## src/rtl/fifo_write_arbiter_pkg.sv

```systemverilog
// -----------------------------------------------------------------------------
// fifo_write_arbiter_pkg
// Shared definitions for the FIFO write arbiter:
//   - arb_state_e   : arbiter FSM state encoding (IDLE / BURST)
//   - rr_next_index : first index the round-robin search looks at, given the
//                     previous owner (wraps to 0 after the last requester)
// -----------------------------------------------------------------------------
package fifo_write_arbiter_pkg;

    typedef enum logic [0:0] {
        ST_IDLE  = 1'b0,
        ST_BURST = 1'b1
    } arb_state_e;

    // Start point of the round-robin search: (last + 1) mod num.
    function automatic int rr_next_index(input int last, input int num);
        return (last + 1 >= num) ? 0 : last + 1;
    endfunction

endpackage

```

## src/rtl/fifo_write_arbiter_rr_pick.sv

```systemverilog
// -----------------------------------------------------------------------------
// rr_pick
// Purely combinational round-robin picker. Searches req_i starting at
// (last_owner_i + 1) mod NUM_REQ, wrapping upward, and flags the first
// requester found.
// Ports:
//   req_i        in  NUM_REQ  request vector
//   last_owner_i in  IDX_W    index of the previous burst owner
//   winner_o     out NUM_REQ  one-hot winner, all-zero when nobody requests
// -----------------------------------------------------------------------------
module rr_pick
    import fifo_write_arbiter_pkg::*;
#(
    parameter int NUM_REQ = 4,
    parameter int IDX_W   = $clog2(NUM_REQ)
) (
    input  logic [NUM_REQ-1:0] req_i,
    input  logic [IDX_W-1:0]   last_owner_i,
    output logic [NUM_REQ-1:0] winner_o
);

    always_comb begin
        int               start;
        int               idx;
        logic [IDX_W-1:0] idx_w;
        logic             found;

        winner_o = '0;
        found    = 1'b0;
        start    = rr_next_index(int'(last_owner_i), NUM_REQ);
        for (int k = 0; k < NUM_REQ; k++) begin
            idx = start + k;
            if (idx >= NUM_REQ) begin
                idx = idx - NUM_REQ;
            end
            idx_w = IDX_W'(idx);
            if (!found && req_i[idx_w]) begin
                winner_o[idx_w] = 1'b1;
                found           = 1'b1;
            end
        end
    end

endmodule

```

## src/rtl/fifo_write_arbiter.sv

```systemverilog
// -----------------------------------------------------------------------------
// fifo_write_arbiter
// Multiplexes NUM_REQ word streams into one FIFO write port. An owner is
// picked round-robin in IDLE and keeps the port for a burst of up to
// BURST_MAX words; the burst ends early when the owner drops its request.
// A full FIFO stalls the burst indefinitely without losing ownership.
// Ports:
//   clk_write       in  1                   write-domain clock (rising edge)
//   rst_n           in  1                   async active-low reset
//   req             in  NUM_REQ             per-requester word valid
//   req_data        in  NUM_REQ*DATA_WIDTH  requester words, slice i = req i
//   ack             out NUM_REQ             one-hot: word of owner taken now
//   grant           out NUM_REQ             registered one-hot owner, 0 idle
//   fifo_full       in  1                   FIFO full flag
//   fifo_write      out 1                   FIFO write strobe
//   fifo_data_write out DATA_WIDTH          FIFO write data (owner's word)
//   busy            out 1                   high while a burst is active
// -----------------------------------------------------------------------------
module fifo_write_arbiter
    import fifo_write_arbiter_pkg::*;
#(
    parameter int DATA_WIDTH = 8,
    parameter int NUM_REQ    = 4,
    parameter int BURST_MAX  = 8
) (
    input  logic                          clk_write,
    input  logic                          rst_n,
    input  logic [NUM_REQ-1:0]            req,
    input  logic [NUM_REQ*DATA_WIDTH-1:0] req_data,
    output logic [NUM_REQ-1:0]            ack,
    output logic [NUM_REQ-1:0]            grant,
    input  logic                          fifo_full,
    output logic                          fifo_write,
    output logic [DATA_WIDTH-1:0]         fifo_data_write,
    output logic                          busy
);

    localparam int IDX_W  = $clog2(NUM_REQ);
    localparam int BEAT_W = $clog2(BURST_MAX + 1);

    arb_state_e         state_q, state_d;
    logic [NUM_REQ-1:0] grant_q, grant_d;
    logic [BEAT_W-1:0]  beat_q, beat_d;
    logic [IDX_W-1:0]   last_owner_q, last_owner_d;
    // Goes high on the first edge after reset release; granting is held off
    // until then so the first grant lands on the second edge at the earliest.
    logic               armed_q;

    logic [NUM_REQ-1:0] winner;
    logic [IDX_W-1:0]   owner_idx;
    logic               owner_req;
    logic               accept;
    logic [BEAT_W-1:0]  beat_inc;

    rr_pick #(
        .NUM_REQ (NUM_REQ),
        .IDX_W   (IDX_W)
    ) u_rr_pick (
        .req_i        (req),
        .last_owner_i (last_owner_q),
        .winner_o     (winner)
    );

    // Encode the one-hot owner to an index for last_owner bookkeeping.
    always_comb begin
        owner_idx = '0;
        for (int i = 0; i < NUM_REQ; i++) begin
            if (grant_q[i]) begin
                owner_idx = IDX_W'(i);
            end
        end
    end

    // Only the owner's request bit matters; other requesters are ignored.
    assign owner_req = |(req & grant_q);
    assign accept    = rst_n && (state_q == ST_BURST) && owner_req && !fifo_full;
    assign beat_inc  = beat_q + BEAT_W'(1);

    assign fifo_write = accept;
    assign ack        = accept ? grant_q : '0;
    assign grant      = grant_q;
    assign busy       = (state_q == ST_BURST);

    // AND-OR mux on the one-hot grant: yields zero automatically when idle.
    logic [DATA_WIDTH-1:0] masked_word [NUM_REQ];

    generate
        for (genvar gi = 0; gi < NUM_REQ; gi++) begin : g_mask
            assign masked_word[gi] = grant_q[gi] ? req_data[gi*DATA_WIDTH +: DATA_WIDTH]
                                                 : '0;
        end
    endgenerate

    always_comb begin
        fifo_data_write = '0;
        for (int i = 0; i < NUM_REQ; i++) begin
            fifo_data_write = fifo_data_write | masked_word[i];
        end
    end

    always_comb begin
        state_d      = state_q;
        grant_d      = grant_q;
        beat_d       = beat_q;
        last_owner_d = last_owner_q;

        case (state_q)
            ST_IDLE: begin
                if (armed_q && (|req) && !fifo_full) begin
                    grant_d = winner;
                    beat_d  = '0;
                    state_d = ST_BURST;
                end
            end
            ST_BURST: begin
                if (!owner_req) begin
                    // Owner withdrew (even if the FIFO is also full): release.
                    state_d      = ST_IDLE;
                    grant_d      = '0;
                    last_owner_d = owner_idx;
                end else if (accept) begin
                    beat_d = beat_inc;
                    if (beat_inc == BEAT_W'(BURST_MAX)) begin
                        state_d      = ST_IDLE;
                        grant_d      = '0;
                        last_owner_d = owner_idx;
                    end
                end
                // else: FIFO full with owner still requesting -> hold.
            end
            default: begin
                state_d = ST_IDLE;
                grant_d = '0;
            end
        endcase
    end

    always_ff @(posedge clk_write or negedge rst_n) begin
        if (!rst_n) begin
            state_q      <= ST_IDLE;
            grant_q      <= '0;
            beat_q       <= '0;
            last_owner_q <= IDX_W'(NUM_REQ - 1);
            armed_q      <= 1'b0;
        end else begin
            state_q      <= state_d;
            grant_q      <= grant_d;
            beat_q       <= beat_d;
            last_owner_q <= last_owner_d;
            armed_q      <= 1'b1;
        end
    end

endmodule
```

## config.mk

```make
export PLATFORM = sky130hd
export DESIGN_NAME = fifo_write_arbiter
export DESIGN_NICKNAME = d
export VERILOG_FILES = /design/src/rtl/fifo_write_arbiter_pkg.sv /design/src/rtl/fifo_write_arbiter_rr_pick.sv /design/src/rtl/fifo_write_arbiter.sv
export SDC_FILE = /design/constraint.sdc
export NUM_CORES = 1
export LEC_CHECK = 0
export CORE_MARGIN = 8
export CORE_UTILIZATION = 41
export CTS_CLUSTER_SIZE = 28
export DETAILED_ROUTE_END_ITERATION = 12
export GPL_ROUTABILITY_DRIVEN = 0
export PLACE_DENSITY = 0.87
export SETUP_SLACK_MARGIN = 0.15
export SLEW_MARGIN = 40
export SYNTH_ARGS = -nofsm -noshare
export SYNTH_HDL_FRONTEND = slang
export SYNTH_SLANG_ARGS = --single-unit
```

## constraint.sdc

```tcl
create_clock -name clk_write -period 2.8 [get_ports clk_write]
set_clock_uncertainty 0.15 [all_clocks]
set_input_delay 0.28 -clock clk_write [delete_from_list [all_inputs] [get_ports clk_write]]
set_output_delay 0.28 -clock clk_write [all_outputs]
set_load 0.03 [all_outputs]
```

==> run summary <==
register area share after synthesis: 0.256
Psw: 907 uW
share of cells above drive strength 1: 0.128
Max Slew Vio Count: 0
nets: 242
I/O Buffers: 56
DRT iter0 DRCs: 80
RSZ-0062 raised after global routing: yes
Post-synth EDFFs: 0
row count: 19
flops & latches, synth: 12
cell count after synthesis: 137
depth of the CTS H-tree: 1
Reg2Reg Depth: 7
switching share of power: 0.513
drt via density: 5.90
Hold WS: 213 ps
sequential share of power: 0.197
fmax: 0.394 GHz
I/O Pins: 57
Initial Util: 0.428
DRC: 0
die width: 69.7 um
Pre-Repair DR Iteration Count: 4
flop-to-flop setup slack: 330 ps
P_leak: 0.750 nW
Reg2Reg Launch Point: last_owner_q[0]$_DFFE_PN1P_
Synth cell types: 45
WS Path Type: input port to output pin
Layout area overhead: 52.5%
CTS Root Buffer Type: clkbuf_4
crit end category: output pin
Critical Path Source Type: input port
first-pass GRT wire length: 6560 um
most common cell in the netlist: a22oi_1
Final HPWL DP: 3350 um
final worst path period need: 2540 ps
Total Neg Setup Slack: 0 ps
syn nets: 182
max-cap viol count: 0
Detail Route Antenna Nets: 0
HP Class: input port to async pin
Vias: 1333
CTS tree: built
Core Area: 2760 um2
setup bufs post-CTS: 0
Avg WL per Cell: 18.3 um
vias in the first global route: 1363
asr flop ratio synth: 1.00
main flop type after synthesis: dfrtp_1
Worst Tran Pin Value: 593 ps
Die ar.: 4850 um2
routed wire length: 4130 um
Skew-Pair Late Insertion Delay: 270 ps
combinational power share: 0.742
Synth Area per Inst: 8.62 um2
synth warn: 0
grt ovf: 0
pin count of the biggest net entering global routing: 14
part of the cycle the worst path needs: 0.907
outcome: completed
post-synth top area share: 0.212
Synth area leader: dfrtp_1
CTS max path bufs: 2
Critical Path RT: 2370 ps
crit path DAT: 2110 ps
antenna violations before repair: 0
Slew headroom: 0.602
Tot GR Track Use: 0.161
synthesized area: 1180 um2
n_diodes: 0
Max Fanout on Critical Path: 8
clock slew at reported path FFs: 70 ps
clock network fraction of design power: 0.061
Int Pwr: 859 uW
top cells by area, synth: dfrtp_1, a22oi_1, ha_1, dfstp_2, mux2i_1
Final Hold Fails: 0
Critical R2R Capture: grant[0]$_DFFE_PN0P_
setup violators final: 0
Die Ht: 69.7 um
top cells by count, synth: a22oi_1, nand2_1, dfrtp_1
PwrDens: 980 nW/um2
Peak VDD IR: 666 uV
clk sinks: 12
Inserted Clock Buffers: 3
cell families (layout without fill, tap and decap cells):
group	after synthesis	after routing	share of synthesized area
buf+inv	14	72	0.0604
fa+ha+maj	6	6	0.0636
other cells	1	1	0.00317
mux	9	9	0.0837
xor+xnor	1	1	0.00742
compound gates	49	49	0.313
flops	12	12	0.256
simple gates	45	45	0.213
cell usage in the layout, fill, tap and decap left out, types with 2 or more instances in the layout:
cell type | Yosys | final
clkdlybuf4s50_1 | 0 | 52
a22oi_1 | 16 | 16
nand2_1 | 11 | 11
dfrtp_1 | 10 | 10
buf_4 | 1 | 9
a21oi_1 | 9 | 8
inv_1 | 7 | 7
o21ai_0 | 7 | 7
nand3_1 | 6 | 6
ha_1 | 6 | 6
mux2i_1 | 5 | 5
nor3_1 | 4 | 4
and2_1 | 4 | 4
a22o_1 | 3 | 3
nor3b_1 | 3 | 3
mux2_2 | 3 | 3
clkbuf_4 | 0 | 3
nand3b_1 | 2 | 2
nor2_2 | 2 | 2
nor4_1 | 2 | 2
o21a_1 | 2 | 2
nor2_1 | 2 | 2
nand4_1 | 2 | 2
a41oi_1 | 2 | 2
dfstp_2 | 2 | 2
flip-flops by register name, indices dropped and copies added, names as in the netlist:
| signal | flops |
|---|---|
| grant | 4 |
| beat_q | 4 |
| last_owner_q | 2 |
| armed_q | 1 |
| busy | 1 |
power groups by stage:
stage / Sequential, mW / Combinational [mW] / Clock (mW)
2_1_floorplan: 0.391 / 0.816 / 0
4_1_cts: 0.347 / 1.31 / 0.109
3_3_place_gp: 0.345 / 1.27 / 0
6_report: 0.348 / 1.31 / 0.107
5_1_grt: 0.362 / 1.41 / 0.120
3_5_place_dp: 0.349 / 1.30 / 0
worst max-delay path, cell delays in order:
cell and delay, ps:
clkdlybuf4s50_1 510, a22o_1 310, a221oi_4 300, nor3_1 100
clkdlybuf4s50_1 600
how the worst max path moves through the flow:
stage / end / startpoint / slack, ps / cells past startpoint
2_1_floorplan: grant[1]$_DFFE_PN0P_ / last_owner_q[0]$_DFFE_PN1P_ / 630 / 7
3_3_place_gp: fifo_write / req[3] / 240 / 5
3_5_place_dp: fifo_write / req[3] / 190 / 5
4_1_cts: fifo_write / req[3] / 170 / 5
5_1_grt: grant[0]$_DFFE_PN0P_ / last_owner_q[0]$_DFFE_PN1P_ / 140 / 7
6_report: ack[2] / req[3] / 260 / 5
final cells by class:
| cell class | instances | area, um2 |
|---|---|---|
| Multi-Input combinational cell | 111 | 811 |
| Clock buffer | 3 | 22.5 |
| Tap cell | 31 | 38.8 |
| Fill cell | 228 | 956 |
| Timing Repair Buffer | 62 | 601 |
| Inverter | 7 | 26.3 |
| Sequential cell | 12 | 303 |
metal layers:
| layer | track usage | wire length [um] | vias up |
|---|---|---|---|
| li1 | - | - | 645 |
| met4 | 0.0647 | 83 | 0 |
| met1 | 0.167 | 1560 | 641 |
| met3 | 0.0229 | 150 | 8 |
| met5 | 0 | 0 | - |
| met2 | 0.310 | 2330 | 39 |
stage by stage:
stage | utilization | total power, mW | worst slack [ps] | instance area (um2) | instances
finish | 0.653 | 1.77 | 261 | 1800 | 226
global route | 0.653 | 1.89 | 144 | 1800 | 226
CTS | 0.651 | 1.76 | 173 | 1800 | 226
detailed placement | 0.643 | 1.65 | 194 | 1770 | 223
global placement | 0.643 | 1.61 | 239 | 1770 | 223
floorplan | - | 1.21 | 629 | 1180 | 137
what timing repair did:
| item | CTS | global route |
|---|---|---|
| hold buffers | 0 | 0 |
| setup endpoints to repair | 0 | 3 |
| resized for setup | 0 | 2 |
No activity file was read; power rests on OpenSTA's default activity.
